<file path="config.mk">
export PLATFORM = sky130hd
export DESIGN_NAME = divisor_secuencial
export DESIGN_NICKNAME = d
export VERILOG_FILES = /design/src/rtl/divisor_pkg.sv /design/src/rtl/restador_nbit.sv /design/src/rtl/divisor_secuencial.sv
export SDC_FILE = /design/constraint.sdc
export NUM_CORES = 1
export LEC_CHECK = 0
export BUFFER_PORTS_ARGS = -buffer_cell sky130_fd_sc_hd__clkbuf_2
export CORE_ASPECT_RATIO = 1.75
export CORE_MARGIN = 4
export CORE_UTILIZATION = 54
export CTS_BUF_LIST = sky130_fd_sc_hd__clkbuf_4 sky130_fd_sc_hd__clkbuf_8 sky130_fd_sc_hd__clkbuf_16
export DETAILED_ROUTE_END_ITERATION = 7
export PLACE_DENSITY = 0.77
export SLEW_MARGIN = 5
export SYNTH_ARGS = -nofsm -noshare
export SYNTH_HDL_FRONTEND = slang
export SYNTH_HIERARCHICAL = 1
export SYNTH_SLANG_ARGS = --single-unit
</file>
<file path="constraint.sdc">
create_clock -name clk -period 4.2 [get_ports clk]
set_clock_uncertainty 0.1 [all_clocks]
set_input_delay 0.84 -clock clk [delete_from_list [all_inputs] [get_ports clk]]
set_output_delay 0.84 -clock clk [all_outputs]
set_load 0.01 [all_outputs]
</file>
<file path="src/rtl/divisor_pkg.sv">
// Shared types and sizing for the sequential restoring divider.
package divisor_pkg;

    typedef enum logic [1:0] {
        IDLE = 2'd0,
        CALC = 2'd1,
        DONE = 2'd2
    } state_t;

    localparam int WIDTH_DEF = 4;

    function automatic int cnt_width(input int w);
        return (w < 2) ? 1 : $clog2(w);
    endfunction

    localparam int CNT_W = cnt_width(WIDTH_DEF);

endpackage

</file>
<file path="src/rtl/restador_nbit.sv">
// Ripple-borrow subtractor: N chained 1-bit restador cells, a - b - bin.
module restador (
    input  logic i_a,
    input  logic i_b,
    input  logic i_bin,
    output logic o_d,
    output logic o_bout
);
    assign o_d    = i_a ^ i_b ^ i_bin;
    assign o_bout = (~i_a & i_b) | (~(i_a ^ i_b) & i_bin);
endmodule

module restador_nbit #(
    parameter int N = 5
) (
    input  logic [N-1:0] i_a,
    input  logic [N-1:0] i_b,
    input  logic         i_bin,
    output logic [N-1:0] o_d,
    output logic         o_bout
);
    logic [N:0] w_b;

    assign w_b[0] = i_bin;

    for (genvar g = 0; g < N; g++) begin : g_cell
        restador u_cell (
            .i_a    (i_a[g]),
            .i_b    (i_b[g]),
            .i_bin  (w_b[g]),
            .o_d    (o_d[g]),
            .o_bout (w_b[g+1])
        );
    end

    assign o_bout = w_b[N];
endmodule

</file>
<file path="src/rtl/divisor_secuencial.sv">
// Multi-cycle restoring divider, one quotient bit per clock, start/done handshake.
// Define DIV_SIGNED_EN for two's-complement operands (sign fix-up around the unsigned core).
module divisor_secuencial
    import divisor_pkg::*;
#(
    parameter int WIDTH = WIDTH_DEF
) (
    input  logic             clk,
    input  logic             rst_n,
    input  logic             start,
    input  logic [WIDTH-1:0] dividendo,
    input  logic [WIDTH-1:0] divisor,
    output logic             ready,
    output logic             done,
    output logic [WIDTH-1:0] cociente,
    output logic [WIDTH-1:0] residuo,
    output logic             div_cero
);
    localparam int            CW   = cnt_width(WIDTH);
    localparam logic [CW-1:0] LAST = CW'(WIDTH - 1);

    state_t           r_state, w_next;
    logic [CW-1:0]    r_cnt;
    logic [WIDTH-1:0] r_rem, r_q, r_div, r_coc, r_res;
    logic             r_dz;
    logic [WIDTH:0]   w_rsh, w_diff;
    logic             w_bout, w_accept, w_last, w_zero;
    logic [WIDTH-1:0] w_rem_nx, w_q_nx, w_a_mag, w_b_mag;
    logic [WIDTH-1:0] w_coc_fin, w_res_fin, w_res_dz;

    assign w_accept = start && (r_state != CALC);
    assign w_last   = (r_cnt == LAST);
    assign w_zero   = (r_div == '0);

    // After a restore step R < divisor, so only WIDTH bits of R need storing;
    // the shifted R' is WIDTH+1 bits wide and cannot overflow.
    assign w_rsh = {r_rem, r_q[WIDTH-1]};

    restador_nbit #(.N(WIDTH + 1)) u_sub (
        .i_a    (w_rsh),
        .i_b    ({1'b0, r_div}),
        .i_bin  (1'b0),
        .o_d    (w_diff),
        .o_bout (w_bout)
    );

    assign w_rem_nx = w_bout ? w_rsh[WIDTH-1:0] : w_diff[WIDTH-1:0];
    assign w_q_nx   = {r_q[WIDTH-2:0], ~w_bout};

`ifdef DIV_SIGNED_EN
    logic r_sign_q, r_sign_r;

    assign w_a_mag   = dividendo[WIDTH-1] ? -dividendo : dividendo;
    assign w_b_mag   = divisor[WIDTH-1]   ? -divisor   : divisor;
    assign w_coc_fin = r_sign_q ? -w_q_nx   : w_q_nx;
    assign w_res_fin = r_sign_r ? -w_rem_nx : w_rem_nx;
    // r_q still holds |dividendo| when the divisor is zero; restore its sign.
    assign w_res_dz  = r_sign_r ? -r_q : r_q;

    always_ff @(posedge clk or negedge rst_n) begin
        if (!rst_n) begin
            r_sign_q <= 1'b0;
            r_sign_r <= 1'b0;
        end else if (w_accept) begin
            r_sign_q <= dividendo[WIDTH-1] ^ divisor[WIDTH-1];
            r_sign_r <= dividendo[WIDTH-1];
        end
    end
`else
    assign w_a_mag   = dividendo;
    assign w_b_mag   = divisor;
    assign w_coc_fin = w_q_nx;
    assign w_res_fin = w_rem_nx;
    assign w_res_dz  = r_q;
`endif

    always_ff @(posedge clk or negedge rst_n) begin
        if (!rst_n) r_state <= IDLE;
        else        r_state <= w_next;
    end

    always_comb begin
        w_next = r_state;
        ready  = 1'b0;
        done   = 1'b0;
        case (r_state)
            IDLE: begin
                ready = 1'b1;
                if (start) w_next = CALC;
            end
            CALC: begin
                if (w_zero || w_last) w_next = DONE;
            end
            DONE: begin
                ready  = 1'b1;
                done   = 1'b1;
                w_next = start ? CALC : IDLE;
            end
            default: w_next = IDLE;
        endcase
    end

    always_ff @(posedge clk or negedge rst_n) begin
        if (!rst_n) begin
            r_cnt <= '0;
            r_rem <= '0;
            r_q   <= '0;
            r_div <= '0;
            r_coc <= '0;
            r_res <= '0;
            r_dz  <= 1'b0;
        end else if (w_accept) begin
            r_cnt <= '0;
            r_rem <= '0;
            r_q   <= w_a_mag;
            r_div <= w_b_mag;
            r_dz  <= (divisor == '0);
        end else if (r_state == CALC) begin
            if (w_zero) begin
                r_coc <= '1;
                r_res <= w_res_dz;
                r_dz  <= 1'b1;
            end else begin
                assert (w_bout || !w_diff[WIDTH]);
                r_rem <= w_rem_nx;
                r_q   <= w_q_nx;
                r_cnt <= r_cnt + 1'b1;
                if (w_last) begin
                    r_coc <= w_coc_fin;
                    r_res <= w_res_fin;
                end
            end
        end
    end

    assign cociente = r_coc;
    assign residuo  = r_res;
    assign div_cero = r_dz;

endmodule

</file>
==> flow_summary.ini, run 1 <==
[cts]
clk_pin_slew_ps = 80
ctsLongestPathBuffers = 2
hold_buffers = 0
cts_htree_levels = 1
cts_tree = done
clockRootBuffer = clkbuf_8
post_cts_buffers = 0
numCtsBuffers = 3
clk_latency_ps = 270
cts_sinks = 25
cts_resized = 0

[worst_setup_path]
startpoint_type = flip-flop
worst-path-buf-inv = 10
cp.arrival_ps = 3810
crit_type = flip-flop to flip-flop
worst_path_most_repeated_cell = inv_1
worstPathMaxFanout = 6
crit_path_max_incr_delay_ps = 420
cp.required_ps = 4240
cp_slowest_cell = dfrtp_1
endpoint_kind = flip-flop
path_cells = inv_1 > fa_1 > inv_1 > inv_1 > fa_1 > inv_1 > inv_1 > fa_1 > inv_1 > inv_1 > fa_1 > inv_1 > inv_1 > fa_1 > inv_1 > mux2_2 > o22ai_1 > a2bb2oi_1
critPathTopFamily = adder cells

[placement]
post_dp_cell_area_um2 = 1429
dp_hpwl_um = 2128
numPortBuffers = 21
place_ws_ps = 492.7
gp_congestion = 0.8438
dpl.cell_count = 162

[final_layout]
drive_above_1_share_pct = 26.24
instances_no_fill = 166
utilization_pct = 64.18
most-common-layout-cells = dfrtp_1, clkbuf_2, inv_1
final_area_um2 = 1478
area.growth.synth_to_final_pct = 12.05
diodes = 0
num-nets-final = 159
layout_commonest_cell = dfrtp_1

[synthesis]
synthDistinctLibCells = 32
seq_area_frac_synth_pct = 47.44
synth_top_area_share_pct = 47.44
synth_adder_area_share_pct = 8.539
mappedNetlistArea_um2 = 1319
synth_compound_area_share_pct = 17.84
synth_xor_area_share_pct = 0
synth_area_per_cell_um2 = 10.99
ys_ff_latch = 25
synth_area_leaders = dfrtp_1, mux2_2, fa_1
syn_inst = 120
synth_top_family_by_area = compound AO/OA/AOI/OAI gates
synthSimpleGateAreaFrac_pct = 8.444
muxShareOfSynthArea_pct = 9.203
synth_top_area_cell = dfrtp_1
yosysWarningCount = 6

[power]
leakage_nw = 0.7100
power_mw = 1.256
vdd_drop_max_uv = 488.1
powerDensity_nw_per_um2 = 849.9

[global_route]
global_route.usage.met1_pct = 24.88
grt_busiest_layer = met2
grt_pass1_wl_um = 5119
grt_max_degree = 26
antenna_found_initial = 0
grt-ovfl-total = 0
use_met2_pct = 34.07
grt_pass1_vias = 1076
track_usage_pct = 21.16
grtUsageMet3_pct = 3.922

[timing]
worst_pin_slew_ps = 745.7
setup_viol = 0
period_share_pct = 89.75
hold_ws_ps = 413.5
max_slew_margin_pct = 49.64
setup_ws_ps = 430.6
rsz0062_at_grt = false
fmax_mhz = 265.3
finalSetupTns_ps = 0
min_period_ps = 3769
hold_viol = 0
slew_viol_final = 0

[detailed_routing]
wl_per_cell_um = 17.25
dr.pass1.iters = 4
vias = 1001
vias_per_cell = 6.030
totalWireLength_um = 2864
drt-initial-drc-count = 30
detail-route-antenna-nets = 0
drc_errors = 0

[status]
outcome = finished clean

[floorplanning]
fp.dieH_um = 73.38
std_cell_rows = 23
die-area_um2 = 3328
ios = 22
start_util_pct = 57.28
core_region_area_um2 = 2302
die_w_um = 45.36

[flow_run]
cap_violations = 0

[min_path]
hp-class = flip-flop to flip-flop
-- layout make-up --
type / count / area, µm²
Multi-Input combinational cell: 71 / 588.1
Inverter: 19 / 71.32
Timing Repair Buffer: 22 / 112.6
Sequential cell: 25 / 625.6
Tap cell: 25 / 31.28
Fill cell: 201 / 824.5
Clock buffer: 4 / 48.80
-- logic make-up (layout without fill, tap and decap cells) --
logic type	Yosys count	in the layout
AO/OA/AOI/OAI	32	32
adder cells (fa/ha/maj)	6	6
buffers and inverters	25	45
flip-flops	25	25
multiplexers	11	11
other	1	2
AND/OR/NAND/NOR	20	20
-- per-layer routing --
metal  wire [µm]  part of all wire (%)  vias up
met5           0                     0        -
met4         132                   4.6        0
met3         148                   5.2       10
met2        1544                    54       43
met1        1039                    36      485
li1            -                     -      463
-- worst register-to-register path: stages (launching register included) --
cell	delay, ps
dfrtp_1	420
inv_1	80
fa_1	380
inv_1	60
inv_1	40
fa_1	340
inv_1	60
inv_1	50
fa_1	360
inv_1	60
inv_1	40
fa_1	370
inv_1	60
inv_1	40
fa_1	350
inv_1	200
mux2_2	390
o22ai_1	130
a2bb2oi_1	100
-- final timing paths --
| check | from | endpoint | slack (ps) | depth (start not counted) |
|---|---|---|---|---|
| max | r_div[0] | residuo[0] | 430 | 18 |
| max reg2reg | r_div[0] | residuo[0] | 430 | 18 |
| max in group asynchronous | rst_n | residuo[3] | 3130 | 1 |
| min | cociente[2] | cociente[2] | 410 | 1 |
| min reg2reg | cociente[2] | cociente[2] | 410 | 1 |
| min in group asynchronous | rst_n | r_cnt[0] | 460 | 1 |
-- state kept, by name (all words and copies together), names as in the netlist --
| register | flops |
|---|---|
| r_q | 4 |
| r_state | 2 |
| div_cero | 1 |
| r_rem | 4 |
| r_div | 4 |
| cociente | 4 |
| r_cnt | 2 |
| residuo | 4 |
-- cell usage after synthesis --
cell       instances
buf_2              3
nor3_1             3
and3_1             2
mux2_2             9
nand2_1            1
inv_1             18
a21boi_0           2
a2bb2oi_2          1
conb_1             1
buf_6              1
or4_1              2
dfrtp_1           25
nor2_2             1
nor2_1             1
a211oi_1           1
o21a_1             1
nor2b_1            2
buf_4              1
o21ai_0           10
nor4_1             1
nand3_1            6
fa_1               5
a2bb2oi_1          4
mux2i_1            2
o22a_1             4
a221o_1            3
ha_1               1
o22ai_1            5
nand2b_1           1
o41ai_1            1
clkbuf_1           1
clkinv_1           1
-- report_power, final --
group          total (mW)  internal, mW  leakage, nW  switching [mW]
Clock               0.147        0.0743       0.0262          0.0723
Combinational       0.642         0.296        0.386           0.346
Sequential          0.467         0.361        0.297           0.107
Total                1.26         0.731        0.710           0.525
No activity file was read; power rests on OpenSTA's default activity.
==> run 2: changes to the inputs <==
- REMOVE_ABC_BUFFERS: not set -> 1
==> run 2 against run 1 <==
Sequential cell count stayed put. Combinational power is 1% lower. Sequential power is 1% lower. Worst hold slack worse by 17 ps. Cell area stayed put. Critical path depth stayed put. Total power is 1.1% lower. Global-route usage is 2.7 points lower. Clock power hardly changed. Fmax is 0.11% lower. Wire length is 8.4% lower. Critical path type unchanged. Largest power group unchanged.
==> flow_summary.ini, run 2 (same netlist as run 1, synthesis figures left out) <==
[timing]
min_period_ps = 3774
finalSetupTns_ps = 0
max_slew_margin_pct = 51.83
rsz0062_at_grt = false
fmax_mhz = 265.0
hold_viol = 0
hold_ws_ps = 396.2
slew_viol_final = 0
worst_pin_slew_ps = 716.0
period_share_pct = 89.85
setup_viol = 0

[global_route]
grt_pass1_wl_um = 4664
antenna_found_initial = 0
grtUsageMet3_pct = 1.961
global_route.usage.met1_pct = 24.72
grt_busiest_layer = met2
use_met2_pct = 29.97
grt-ovfl-total = 0
track_usage_pct = 18.45
grt_max_degree = 26
grt_pass1_vias = 997

[final_layout]
drive_above_1_share_pct = 26.24
most-common-layout-cells = dfrtp_1, clkbuf_2, inv_1
num-nets-final = 159
utilization_pct = 64.18
layout_commonest_cell = dfrtp_1
fillCellCount = 198
final_area_um2 = 1478
diodes = 0
area.growth.synth_to_final_pct = 12.05

[detailed_routing]
vias_per_cell = 5.831
drc_errors = 0
drt-initial-drc-count = 26
dr.pass1.iters = 4
totalWireLength_um = 2622
wl_per_cell_um = 15.80
detail-route-antenna-nets = 0
vias = 968

[cts]
post_cts_buffers = 0
numCtsBuffers = 3
clk_latency_ps = 270
cts_htree_levels = 1
cts_resized = 0
cts_tree = done
clockRootBuffer = clkbuf_8
ctsLongestPathBuffers = 2
clk_pin_slew_ps = 90
cts_sinks = 25
hold_buffers = 0

[power]
powerDensity_nw_per_um2 = 840.5
leakage_nw = 0.7100
vdd_drop_max_uv = 473.0

[floorplanning]
start_util_pct = 57.28
core_region_area_um2 = 2302
std_cell_rows = 23
die_w_um = 45.36
ios = 22
die-area_um2 = 3328
fp.dieH_um = 73.38

[worst_setup_path]
rr_worst_depth = 18
timing.rr.start = r_div[0]
r2r_setup_slack_ps = 430
crit_type = flip-flop to flip-flop
endpoint_kind = flip-flop
timing.rr.end = residuo[0]
cp.required_ps = 4250
crit_start = r_div[0]
worstPathMaxFanout = 6
cp.arrival_ps = 3820
crit_end = residuo[0]
startpoint_type = flip-flop

[status]
outcome = finished clean

[placement]
gp_congestion = 0.8153
dp_hpwl_um = 2032
post_dp_cell_area_um2 = 1429
numPortBuffers = 21

[flow_run]
cap_violations = 0

[min_path]
hp-class = flip-flop to flip-flop
==> run 2: power breakdown <==
| part | leakage [nW] | switching [mW] | total [mW] | internal (mW) |
|---|---|---|---|---|
| Combinational | 0.386 | 0.340 | 0.635 | 0.295 |
| Clock | 0.0262 | 0.0734 | 0.148 | 0.0743 |
| Sequential | 0.297 | 0.0992 | 0.460 | 0.360 |
==> run 2: through the flow <==
step           instances  setup slack [ps]  total power [mW]
2_1_floorplan        115             702.6            0.8982
3_3_place_gp         162             555.5             1.065
3_5_place_dp         162             471.5             1.096
4_1_cts              166             441.0             1.246
5_1_grt              166             209.7             1.361
6_report             166             426.3             1.242
==> run 2: how the worst min path moves through the flow <==
| stage | cells past startpoint | to | from | slack [ps] |
|---|---|---|---|---|
| floorplan | 1 | r_state[0] | r_state[0] | 400 |
| global placement | 1 | cociente[2] | cociente[2] | 370 |
| detailed placement | 1 | cociente[0] | cociente[0] | 380 |
| CTS | 1 | cociente[0] | cociente[0] | 400 |
| global route | 1 | cociente[0] | cociente[0] | 420 |
| finish | 1 | cociente[0] | cociente[0] | 400 |
==> run 2: layer usage <==
metal | up-vias | part of all wire [%]
met3 | 8 | 2.7
li1 | 459 | -
met2 | 32 | 53
met5 | - | 0
met1 | 469 | 42
met4 | 0 | 2.0
==> run 2: layout make-up <==
| class | instances | area [µm²] | share of cell area (%) |
|---|---|---|---|
| Sequential cell | 25 | 625.6 | 42.34 |
| Inverter | 19 | 71.32 | 4.826 |
| Multi-Input combinational cell | 71 | 588.1 | 39.80 |
| Clock buffer | 4 | 48.80 | 3.302 |
| Timing Repair Buffer | 22 | 112.6 | 7.621 |
| Tap cell | 25 | 31.28 | 2.117 |
==> run 2: critical path, cell delays in order, from the launching register on <==
cell       delay [ps]
dfrtp_1           420
inv_1              80
fa_1              390
inv_1              60
inv_1              40
fa_1              360
inv_1              70
inv_1              50
fa_1              350
inv_1              60
inv_1              50
fa_1              370
inv_1              60
inv_1              40
fa_1              350
inv_1             190
mux2_2            380
o22ai_1           150
a2bb2oi_1          90
